$ cat config.mk
export PLATFORM = sky130hd
export DESIGN_NAME = data_in_gather_flat
export DESIGN_NICKNAME = d
export VERILOG_FILES = /design/src/rtl/data_in_gather_if.sv /design/src/rtl/data_in_gather.sv /design/src/flat_wrapper.sv
export SDC_FILE = /design/constraint.sdc
export NUM_CORES = 1
export LEC_CHECK = 0
export ABC_AREA = 0
export CORE_AREA = 8 8 213 215
export DETAILED_ROUTE_END_ITERATION = 8
export DIE_AREA = 0 0 221 223
export PLACE_DENSITY = 0.58
export SLEW_MARGIN = 20
export SYNTH_ARGS = -nofsm -noshare
export SYNTH_HDL_FRONTEND = slang
export SYNTH_SLANG_ARGS = --single-unit
$ cat constraint.sdc
create_clock -name CLK -period 5.7 [get_ports CLK]
set_input_delay 1.71 -clock CLK [delete_from_list [all_inputs] [get_ports CLK]]
set_output_delay 1.71 -clock CLK [all_outputs]
set_load 0.02 [all_outputs]
$ cat src/rtl/data_in_gather_if.sv
// rtl/data_in_gather_if.sv - word gatherer handshake/data bundle; PAR present only with DATA_IN_PAR_EN
interface data_in_gather_if #(
  parameter int DW  = 32,
  parameter int NCH = 8,
  localparam int CW = $clog2(NCH)
);
  logic              mode;
  logic              in_valid;
  logic              in_ready;
  logic [DW*NCH-1:0] DI;
  logic [DW-1:0]     SDI;
  logic              flush;
  logic [DW*NCH-1:0] PDO;
  logic              out_valid;
  logic              out_ready;
  logic [CW:0]       level;
`ifdef DATA_IN_PAR_EN
  logic [NCH-1:0]    PAR;
`endif

  modport master (
    output mode, in_valid, DI, SDI, flush, out_ready,
`ifdef DATA_IN_PAR_EN
    input  PAR,
`endif
    input  in_ready, PDO, out_valid, level
  );

  modport slave (
    input  mode, in_valid, DI, SDI, flush, out_ready,
`ifdef DATA_IN_PAR_EN
    output PAR,
`endif
    output in_ready, PDO, out_valid, level
  );
endinterface

$ cat src/rtl/data_in_gather.sv
// rtl/data_in_gather.sv - assembles NCH words of DW bits into one frame, parallel or serial load
// Optional per-word even parity output enabled by DATA_IN_PAR_EN.
module data_in_gather #(
  parameter int DW  = 32,
  parameter int NCH = 8,
  localparam int CW = $clog2(NCH)
) (
  input  logic           CLK,
  input  logic           rst,
  data_in_gather_if.slave bus
);
  typedef enum logic [1:0] {IDLE, FILL, HOLD} state_t;

  localparam logic [CW:0] NCH_L = (CW+1)'(NCH);
  localparam logic [CW:0] ONE_L = (CW+1)'(1);

  state_t            state_q, state_d;
  logic [DW*NCH-1:0] pdo_q, pdo_d;
  logic [CW:0]       level_q, level_d;
  logic              out_valid_q, out_valid_d;
  logic              mode_q, mode_d;
  logic              accept;
`ifdef DATA_IN_PAR_EN
  logic [NCH-1:0]    par_q, par_d;
`endif

  assign bus.in_ready  = (state_q != HOLD);
  assign bus.PDO       = pdo_q;
  assign bus.out_valid = out_valid_q;
  assign bus.level     = level_q;
  assign accept        = bus.in_valid & (state_q != HOLD);

  always_comb begin
    state_d     = state_q;
    pdo_d       = pdo_q;
    level_d     = level_q;
    out_valid_d = out_valid_q;
    mode_d      = mode_q;
    case (state_q)
      IDLE: begin
        if (accept) begin
          mode_d = bus.mode;
          if (!bus.mode) begin
            pdo_d       = bus.DI;
            level_d     = NCH_L;
            out_valid_d = 1'b1;
            state_d     = HOLD;
          end else begin
            pdo_d          = '0;
            pdo_d[0 +: DW] = bus.SDI;
            level_d        = ONE_L;
            state_d        = FILL;
          end
        end
      end
      FILL: begin
        // The incoming word lands first, so a simultaneous flush closes the frame including it.
        if (accept && mode_q) begin
          for (int k = 0; k < NCH; k++) begin
            if (level_q == (CW+1)'(k)) pdo_d[k*DW +: DW] = bus.SDI;
          end
          level_d = level_q + ONE_L;
          if (level_d == NCH_L || bus.flush) begin
            out_valid_d = 1'b1;
            state_d     = HOLD;
          end
        end else if (bus.flush) begin
          out_valid_d = 1'b1;
          state_d     = HOLD;
        end
      end
      HOLD: begin
        if (bus.out_ready) begin
          out_valid_d = 1'b0;
          level_d     = '0;
          state_d     = IDLE;
        end
      end
      default: state_d = IDLE;
    endcase
  end

`ifdef DATA_IN_PAR_EN
  always_comb begin
    par_d = '0;
    for (int k = 0; k < NCH; k++) par_d[k] = ^pdo_d[k*DW +: DW];
  end
  assign bus.PAR = par_q;
`endif

  always_ff @(posedge CLK) begin
    if (rst) begin
      state_q     <= IDLE;
      pdo_q       <= '0;
      level_q     <= '0;
      out_valid_q <= 1'b0;
      mode_q      <= 1'b0;
`ifdef DATA_IN_PAR_EN
      par_q       <= '0;
`endif
    end else begin
      state_q     <= state_d;
      pdo_q       <= pdo_d;
      level_q     <= level_d;
      out_valid_q <= out_valid_d;
      mode_q      <= mode_d;
`ifdef DATA_IN_PAR_EN
      par_q       <= par_d;
`endif
    end
  end
endmodule

$ cat src/flat_wrapper.sv
// flat-port wrapper written by rule: the top's interface ports become plain ports
module data_in_gather_flat 
#(
  parameter int DW  = 32,
  parameter int NCH = 8,
  localparam int CW = $clog2(NCH)
)
  (CLK, rst, bus_mode, bus_in_valid, bus_DI, bus_SDI, bus_flush, bus_out_ready, bus_in_ready, bus_PDO, bus_out_valid, bus_level);
  data_in_gather_if #(.DW(DW), .NCH(NCH)) bus_i ();
  input  logic CLK;
  input  logic rst;
  input wire logic [$bits(bus_i.mode)-1:0] bus_mode;
  input wire logic [$bits(bus_i.in_valid)-1:0] bus_in_valid;
  input wire logic [$bits(bus_i.DI)-1:0] bus_DI;
  input wire logic [$bits(bus_i.SDI)-1:0] bus_SDI;
  input wire logic [$bits(bus_i.flush)-1:0] bus_flush;
  input wire logic [$bits(bus_i.out_ready)-1:0] bus_out_ready;
  output wire logic [$bits(bus_i.in_ready)-1:0] bus_in_ready;
  output wire logic [$bits(bus_i.PDO)-1:0] bus_PDO;
  output wire logic [$bits(bus_i.out_valid)-1:0] bus_out_valid;
  output wire logic [$bits(bus_i.level)-1:0] bus_level;
  assign bus_i.mode = bus_mode;
  assign bus_i.in_valid = bus_in_valid;
  assign bus_i.DI = bus_DI;
  assign bus_i.SDI = bus_SDI;
  assign bus_i.flush = bus_flush;
  assign bus_i.out_ready = bus_out_ready;
  assign bus_in_ready = bus_i.in_ready;
  assign bus_PDO = bus_i.PDO;
  assign bus_out_valid = bus_i.out_valid;
  assign bus_level = bus_i.level;
  data_in_gather #(.DW(DW), .NCH(NCH)) u_core (.CLK(CLK), .rst(rst), .bus(bus_i));
endmodule
==> impl_metrics.json, run 1 <==
{
  "outcome": "finished clean",
  "dieArea_mm2": 0.0493,
  "netlist_area_mm2": 0.0111,
  "area_delta_synth_final_pct": 61.5,
  "ys_seq_elements": 264,
  "maxCapViolCount": 0,
  "drive_gt1_frac": 0.0433,
  "end_kind": "flop",
  "place_area_mm2": 0.0169,
  "crit_arrival_ps": 4270,
  "drt-initial-drc-count": 826,
  "drc_errors": 0,
  "synth_largest_area_cell": "dfxtp_1",
  "power_switching_share": 0.423,
  "rsz0062_at_grt": "false",
  "io_pins": 556,
  "dr.pass1.iters": 5,
  "setup_viol": 0,
  "die_h_um": 223,
  "cts.clk_slew.worst_paths_ps": 60,
  "clock_path_buffers": 3,
  "ctsHoldBuffers": 0,
  "antenna_found_initial": 8,
  "die_width_um": 221,
  "routed_wl_um": 53700,
  "finClkSkew_ps": 7.10,
  "num_vias": 11700,
  "crit_slowest_cell": "a211oi_4",
  "fp.coreArea_mm2": 0.0423,
  "cp_max_fo": 24,
  "fmax_mhz": 263,
  "ys_seq_area_frac": 0.477,
  "synth_flop_cell": "dfxtp_1",
  "worstSetupPathType": "input pin to flop",
  "worstPathCellList": "clkdlybuf4s50_1 > nand2b_1 > a211oi_4 > buf_4 > nor2_1 > a211oi_1",
  "port_buffers": 555,
  "leakage_nw": 6.15,
  "hold_class": "flop to flop",
  "avgRoutedWirePerCell_um": 22.8,
  "syn_inst": 1325,
  "synth.avg_cell_area_um2": 8.37,
  "start_util": 0.262,
  "gp_congestion": 0.827,
  "cts_tree": "yes",
  "pwr-share-comb": 0.534,
  "synth_top_area_share": 0.477,
  "p_clk_frac": 0.179,
  "post_cts_buffers": 0,
  "cpLargestDelayFamily": "compound AO/OA/AOI/OAI gates",
  "track_usage": 0.204,
  "num_rows": 76,
  "worst_setup_path_start_kind": "input pin",
  "ys_types": 40,
  "final_nets": 2082,
  "async_flop_share": 0,
  "seqPwrFrac": 0.286,
  "grt_pass1_vias": 11400,
  "gr-total-overflow": 0,
  "root_buffer": "clkbuf_16",
  "clkLatencyLatePin_ps": 560,
  "clock-sinks": 264,
  "fin_hold_ws_ps": 494,
  "peakVddDrop_uv": 284,
  "dp_hpwl_um": 39500,
  "crit_required_ps": 6160,
  "path_depth": 6,
  "p_sw_mw": 4.69,
  "hold_viol_final": 0,
  "h-tree-depth": 1,
  "worst-path-buf-inv": 2,
  "holdPathStages": 2,
  "final_max_slew_viol_count": 0,
  "grt_max_degree": 115,
  "setup_ws_ps": 1890,
  "ctsResizeCount": 0,
  "syn-num-nets": 1627,
  "grt_pass1_wl_um": 77500,
  "antenna_left": 0,
  "drt-vias-per-instance": 4.98,
  "worstMarginPinSlew_ps": 973,
  "cp_slowest_stage_delay_ps": 860,
  "cts_made_buffers": 31,
  "yosys-top-cells-area": "dfxtp_1 (48%), a211oi_1 (15%), a21oi_1 (10%)",
  "slew-limit-headroom": 0.351,
  "p_int_mw": 6.39,
  "dp_slack_ps": 1330,
  "worst-r2r-cell-count": 7,
  "fin_area_mm2": 0.0179,
  "fin_crit_sh": 0.668,
  "synth_edf_count": 0,
  "fin_crit_ps": 3810,
  "p_per_area_mw_per_mm2": 618,
  "yosysWarnings": 0,
  "fin_tns_setup_ps": 0
}
[routing by layer]
metal	routed length, µm	share of wire	up-vias	track usage
met1	22800	0.42	5446	0.259
met3	4340	0.081	101	0.0594
li1	-	-	5660	-
met5	41	0.00076	-	0
met2	24700	0.46	496	0.328
met4	1820	0.034	6	0.0702
[worst register-to-register path: cells and delay by family, from the launching register on]
family / cells / cell delay (ps)
compound gates: 2 / 1070
simple gates: 2 / 690
buf+inv: 2 / 480
flops: 1 / 380
fa+ha+maj: 1 / 280
[registers in the layout (all words and copies together) (netlist names)]
register,count
u_core.bus.out_valid,1
u_core.bus.PDO,256
u_core.mode_q,1
u_core.state_q,2
u_core.bus.level,4
[cell families (layout without fill, tap and decap cells)]
kind of cell	after synthesis	count (layout)	synth area share
compound gates	505	505	0.303
xor+xnor	1	1	0.000790
fa+ha+maj	8	8	0.00903
buf+inv	157	634	0.0593
flops	264	264	0.477
mux	5	5	0.00575
other cells	0	4	0
simple gates	385	385	0.146
[power groups by stage]
stage,clock [mW],sequential [mW],combinational (mW)
floorplan,0,4.20,2.21
global placement,0,3.17,5.93
detailed placement,0,3.20,5.97
CTS,2.03,3.17,5.99
global route,2.10,3.27,6.37
finish,1.99,3.17,5.92
[stage by stage]
stage,power [mW],util,std cells
finish,11.1,0.423,2352
global route,11.7,0.423,2352
CTS,11.2,0.423,2348
detailed placement,9.16,0.399,2293
global placement,9.10,0.399,2293
floorplan,6.42,-,1325
[path summary, 6_finish.rpt]
kind	from	endpoint	slack [ps]
max	bus_in_valid	u_core.bus.PDO[251]	1890
min	u_core.bus.PDO[125]	u_core.bus.PDO[125]	490
max reg2reg	u_core.state_q[0]	u_core.bus.PDO[251]	2710
min reg2reg	u_core.bus.PDO[125]	u_core.bus.PDO[125]	490
[synthesized netlist by cell type (2+ instances only)]
cell type  count
a211oi_1     224
a211oi_4       8
a21oi_1      231
a311oi_1      33
and2_1        32
buf_2         28
buf_4          3
buf_6          3
clkbuf_1     115
dfxtp_1      264
ha_1           8
inv_1          7
mux2i_1        3
nand2_1       66
nand2b_1       3
nand3b_1       7
nor2_1       260
nor2b_1        3
nor3_1         2
nor3b_1        2
or3b_1         2
or3b_2         3
[cell usage in the layout, fill, tap and decap left out, drive strengths merged, types with 5 or more instances in the layout]
master	synthesis	layout
nand2	66	66
nand3b	7	7
clkdlybuf4s50	0	554
and2	32	32
a21oi	231	231
a211oi	232	232
buf	35	17
dfxtp	264	264
nor2	260	260
or3b	5	5
inv	7	7
clkbuf	115	51
a311oi	33	33
ha	8	8
[area by class of cell]
class,count,area (µm²)
diodes,4,10.0
clock buffers,50,927
clock inverters,5,75.1
fillers,4252,24400
inverters,7,26.3
multi-input cells,904,5160
flip-flops and latches,264,5290
well taps,546,683
repair buffers,572,5750
No activity file was read; power rests on OpenSTA's default activity.
==> run 2: changes to the inputs <==
clock period = 3.9 ns   (was 5.7 ns; I/O delays follow)
==> impl_metrics.json, run 2 (same netlist as run 1, synthesis figures left out) <==
{
  "drive_gt1_frac": 0.0509,
  "die_h_um": 223,
  "dr.pass1.iters": 5,
  "hp-start": "u_core.bus.PDO[62]",
  "p_int_mw": 9.58,
  "final_nets": 2085,
  "port_buffers": 555,
  "fin_hold_ws_ps": 495,
  "worst-path-buf-inv": 3,
  "seqPwrFrac": 0.282,
  "largest_reg_flops": 256,
  "rsz0062_at_grt": "false",
  "place_inst": 2296,
  "clock_path_buffers": 3,
  "cpLargestDelayFamily": "buffers and inverters",
  "regArea_mm2": 0.00529,
  "clkLatencyLatePin_ps": 570,
  "finClkSkew_ps": 8.46,
  "gr-total-overflow": 0,
  "fin_crit_sh": 0.815,
  "cts_tree": "yes",
  "hold_class": "flop to flop",
  "utilization": 0.429,
  "start_util": 0.262,
  "reg2reg_from": "u_core.state_q[1]",
  "cp_max_fo": 6,
  "cts.clk_slew.worst_paths_ps": 60,
  "worstSetupPathType": "flop to primary output",
  "area_delta_synth_final_pct": 63.5,
  "ctsHoldBuffers": 0,
  "final_common_cell": "clkdlybuf4s50_1",
  "drt-vias-per-instance": 5.01,
  "worst_setup_path_start_kind": "flop",
  "layout_common_cells": "clkdlybuf4s50_1 (554), dfxtp_1 (264), nor2_1 (259), a21oi_1 (231), a211oi_1 (224)",
  "crit_slowest_cell": "clkdlybuf4s50_1",
  "h-tree-depth": 1,
  "antenna_found_initial": 10,
  "end_kind": "primary output",
  "crit_arrival_ps": 2010,
  "drt-initial-drc-count": 939,
  "antenna_left": 0,
  "drc_errors": 0,
  "p_per_area_mw_per_mm2": 909,
  "p_sw_mw": 6.90,
  "gp_congestion": 0.814,
  "clock-sinks": 264,
  "worstMarginPinSlew_ps": 826,
  "n_fill_cell": 4217,
  "p_clk_frac": 0.189,
  "final_max_slew_viol_count": 0,
  "fmax_mhz": 315,
  "avgRoutedWirePerCell_um": 22.6,
  "ctsResizeCount": 0,
  "maxCapViolCount": 0,
  "root_buffer": "clkbuf_16",
  "finalNonFillerCells": 2359,
  "crit_top_cell": "inv_1",
  "fp.coreArea_mm2": 0.0423,
  "cp_slowest_stage_delay_ps": 620,
  "worstPathCellList": "inv_1 > ha_1 > inv_1 > clkdlybuf4s50_1",
  "num_vias": 11800,
  "peakVddDrop_uv": 422,
  "outcome": "finished clean",
  "pwr-share-comb": 0.529,
  "reg2reg_slack_ps": 1340,
  "routed_wl_um": 53400,
  "crit_required_ps": 2730,
  "hold_viol_final": 0,
  "cts_made_buffers": 31,
  "multiInputGateArea_mm2": 0.00516,
  "grt_pass1_vias": 11500,
  "dp_hpwl_um": 39200,
  "setup_viol": 0,
  "num_rows": 76,
  "slew-limit-headroom": 0.449,
  "dieArea_mm2": 0.0493,
  "io_pins": 556,
  "fin_tns_setup_ps": 0,
  "die_width_um": 221,
  "cp-startpoint": "u_core.state_q[0]",
  "leakage_nw": 6.26,
  "track_usage": 0.203,
  "grt_pass1_wl_um": 77700,
  "grt_max_degree": 127,
  "power_switching_share": 0.419,
  "post_cts_buffers": 0,
  "fin_crit_ps": 3180
}
==> run 2: changes by cell type in the layout (fill, tap and decap cells not counted) <==
cell,change
clkbuf_1,-9
buf_12,+8
clkinv_2,+6
buf_4,-5
bufinv_16,+2
clkbuf_8,+2
diode_2,+2
inv_6,+1
==> run 2: area by class of cell <==
type | instances | area share
Antenna cell | 6 | 0.000828
Timing Repair Buffer | 575 | 0.324
Tap cell | 546 | 0.0377
Multi-Input combinational cell | 904 | 0.284
Sequential cell | 264 | 0.291
Clock inverter | 14 | 0.00959
Inverter | 7 | 0.00145
Clock buffer | 43 | 0.0508
==> run 2: path summary, 6_finish.rpt <==
check,to,cells past startpoint
hold / removal,u_core.bus.PDO[62],2
setup reg to reg,u_core.bus.PDO[247],7
hold reg to reg,u_core.bus.PDO[62],2
setup / recovery,bus_in_ready,4
==> run 2: power by group through the flow <==
stage          sequential, mW  clock (mW)  combinational [mW]
6_report                 4.64        3.11                8.72
5_1_grt                  4.79        3.31                9.31
4_1_cts                  4.64        3.19                8.81
3_5_place_dp             4.68           0                8.78
3_3_place_gp             4.63           0                8.72
2_1_floorplan            6.14           0                3.24
==> run 2: worst register-to-register path, delay by kind of cell (launching register included) <==
kind | cells | cell delay, ps
simple gates | 1 | 220
mux | 1 | 730
fa+ha+maj | 1 | 610
compound gates | 2 | 150
buf+inv | 2 | 380
flops | 1 | 330
==> run 2: through the flow <==
step                      power, mW  worst slack (ps)  instance area (µm²)
after floorplan                9.38              1540                11100
after global placement         13.4               747                17000
after global routing           17.4               595                18100
after CTS                      16.6               673                18100
final                          16.5               720                18100
after detailed placement       13.5               822                17000
==> run 2: routing by layer <==
metal	track usage	vias up	share of wire
met4	0.0650	4	0.030
met3	0.0605	92	0.081
li1	-	5677	-
met1	0.255	5541	0.42
met5	0	-	0.00054
met2	0.332	499	0.47
==> run 3: changes to the inputs <==
clock period = 3.3 ns   (was 3.9 ns; I/O delays follow)
==> impl_metrics.json, run 3 (same netlist as run 1, synthesis figures left out) <==
{
  "outcome": "finished clean",
  "antenna_left": 0,
  "use_met2": 0.329,
  "cts_tree": "yes",
  "use_met3": 0.0649,
  "grt_max_degree": 87,
  "root_buffer": "clkbuf_16",
  "cts_made_buffers": 34,
  "ctsHoldBuffers": 0,
  "finClkSkew_ps": 19.9,
  "grt_busiest_layer": "met2",
  "grt_pass1_vias": 11800,
  "clkLatencyLatePin_ps": 530,
  "cts.clk_slew.worst_paths_ps": 60,
  "leakage_nw": 6.33,
  "clock-sinks": 264,
  "crit_slowest_cell": "clkdlybuf4s50_1",
  "hold_class": "flop to flop",
  "clock_path_buffers": 3,
  "p_per_area_mw_per_mm2": 1070,
  "worstMarginPinSlew_ps": 705,
  "crit_top_cell": "inv_1",
  "peakVddDrop_uv": 443,
  "drc_errors": 0,
  "num_vias": 11800,
  "worstSetupPathType": "flop to primary output",
  "end_kind": "primary output",
  "antenna_found_initial": 3,
  "num_rows": 76,
  "maxCapViolCount": 0,
  "area_delta_synth_final_pct": 64.7,
  "worst_setup_path_start_kind": "flop",
  "largest_reg_flops": 256,
  "die_width_um": 221,
  "drt-initial-drc-count": 862,
  "dp_hpwl_um": 40000,
  "gr-total-overflow": 0,
  "drive_gt1_frac": 0.0555,
  "grt_pass1_wl_um": 79100,
  "dr.pass1.iters": 5,
  "final_nets": 2102,
  "setup_viol": 0,
  "fin_crit_ps": 2960,
  "cp_slowest_stage_delay_ps": 610,
  "track_usage": 0.208,
  "h-tree-depth": 2,
  "fp.coreArea_mm2": 0.0423,
  "layout_common_cells": "clkdlybuf4s50_1 (554), dfxtp_1 (264), nor2_1 (259), a21oi_1 (231), a211oi_1 (224)",
  "cp_max_fo": 6,
  "regArea_mm2": 0.00529,
  "dieArea_mm2": 0.0493,
  "drt-vias-per-instance": 4.99,
  "fmax_mhz": 338,
  "final_max_slew_viol_count": 0,
  "port_buffers": 555,
  "rsz0062_at_grt": "false",
  "start_util": 0.262,
  "gp_congestion": 0.842,
  "final_common_cell": "clkdlybuf4s50_1",
  "cpLargestDelayFamily": "buffers and inverters",
  "avgRoutedWirePerCell_um": 22.6,
  "worstPathCellList": "inv_1 > ha_1 > inv_1 > clkdlybuf4s50_1",
  "io_pins": 556,
  "ctsResizeCount": 0,
  "multiInputGateArea_mm2": 0.00516,
  "n_fill_cell": 4166,
  "fin_area_mm2": 0.0183,
  "fin_tns_setup_ps": 0,
  "slew-limit-headroom": 0.520,
  "fin_crit_sh": 0.898,
  "place_area_mm2": 0.0171,
  "use_met1": 0.266,
  "routed_wl_um": 53700,
  "hold_viol_final": 0,
  "die_h_um": 223,
  "crit_required_ps": 2310,
  "post_cts_buffers": 0,
  "crit_arrival_ps": 1970,
  "worst-path-buf-inv": 3
}
==> run 3: cell types whose count changed in the layout (fill, tap and decap cells not counted) <==
cell,previous run,this run
buf_12,13,14
buf_4,7,20
bufinv_16,4,1
clkbuf_1,2,7
clkbuf_16,31,37
clkbuf_8,11,8
clkinv_2,9,2
clkinv_4,0,2
clkinvlp_4,0,1
diode_2,6,5
inv_6,1,0
==> run 3: per-layer routing <==
metal,up-vias,wire (µm)
met4,0,1700
li1,5711,-
met1,5545,23200
met5,-,0
met2,490,24700
met3,84,4180
==> run 3: layout make-up <==
type,count,area share
Clock buffer,51,0.0574
Tap cell,546,0.0374
Inverter,7,0.00144
Multi-Input combinational cell,904,0.282
Timing Repair Buffer,589,0.328
Antenna cell,5,0.000685
Clock inverter,6,0.00356
Sequential cell,264,0.289
==> run 3: worst paths after layout <==
path                            cells after the start  slack, ps                from            endpoint
worst min-delay path                                2        490  u_core.bus.PDO[15]  u_core.bus.PDO[15]
worst max-delay path                                4        340   u_core.state_q[0]        bus_in_ready
worst min register to register                      2        490  u_core.bus.PDO[15]  u_core.bus.PDO[15]
worst max register to register                      7        680   u_core.state_q[1]  u_core.bus.PDO[93]
==> run 3: worst min-delay path: stages (launching register included) <==
cell      delay [ps]
dfxtp_1          300
nor2_1            90
a311oi_1          50
==> run 3: power by group <==
part           switching [mW]  internal, mW
clock                    1.48          2.27
sequential              0.812          4.68
combinational            5.91          4.46
==> run 3: metrics by stage <==
stage               worst slack [ps]  instances  total power, mW  hold WS (ps)  utilization
floorplan                       1120       1325             11.1           482            -
global placement                 417       2310             15.9           483        0.405
detailed placement               337       2310             16.0           489        0.405
CTS                              301       2367             19.8           496        0.431
global route                     223       2369             20.8           511        0.432
finish                           338       2372             19.6           494        0.432
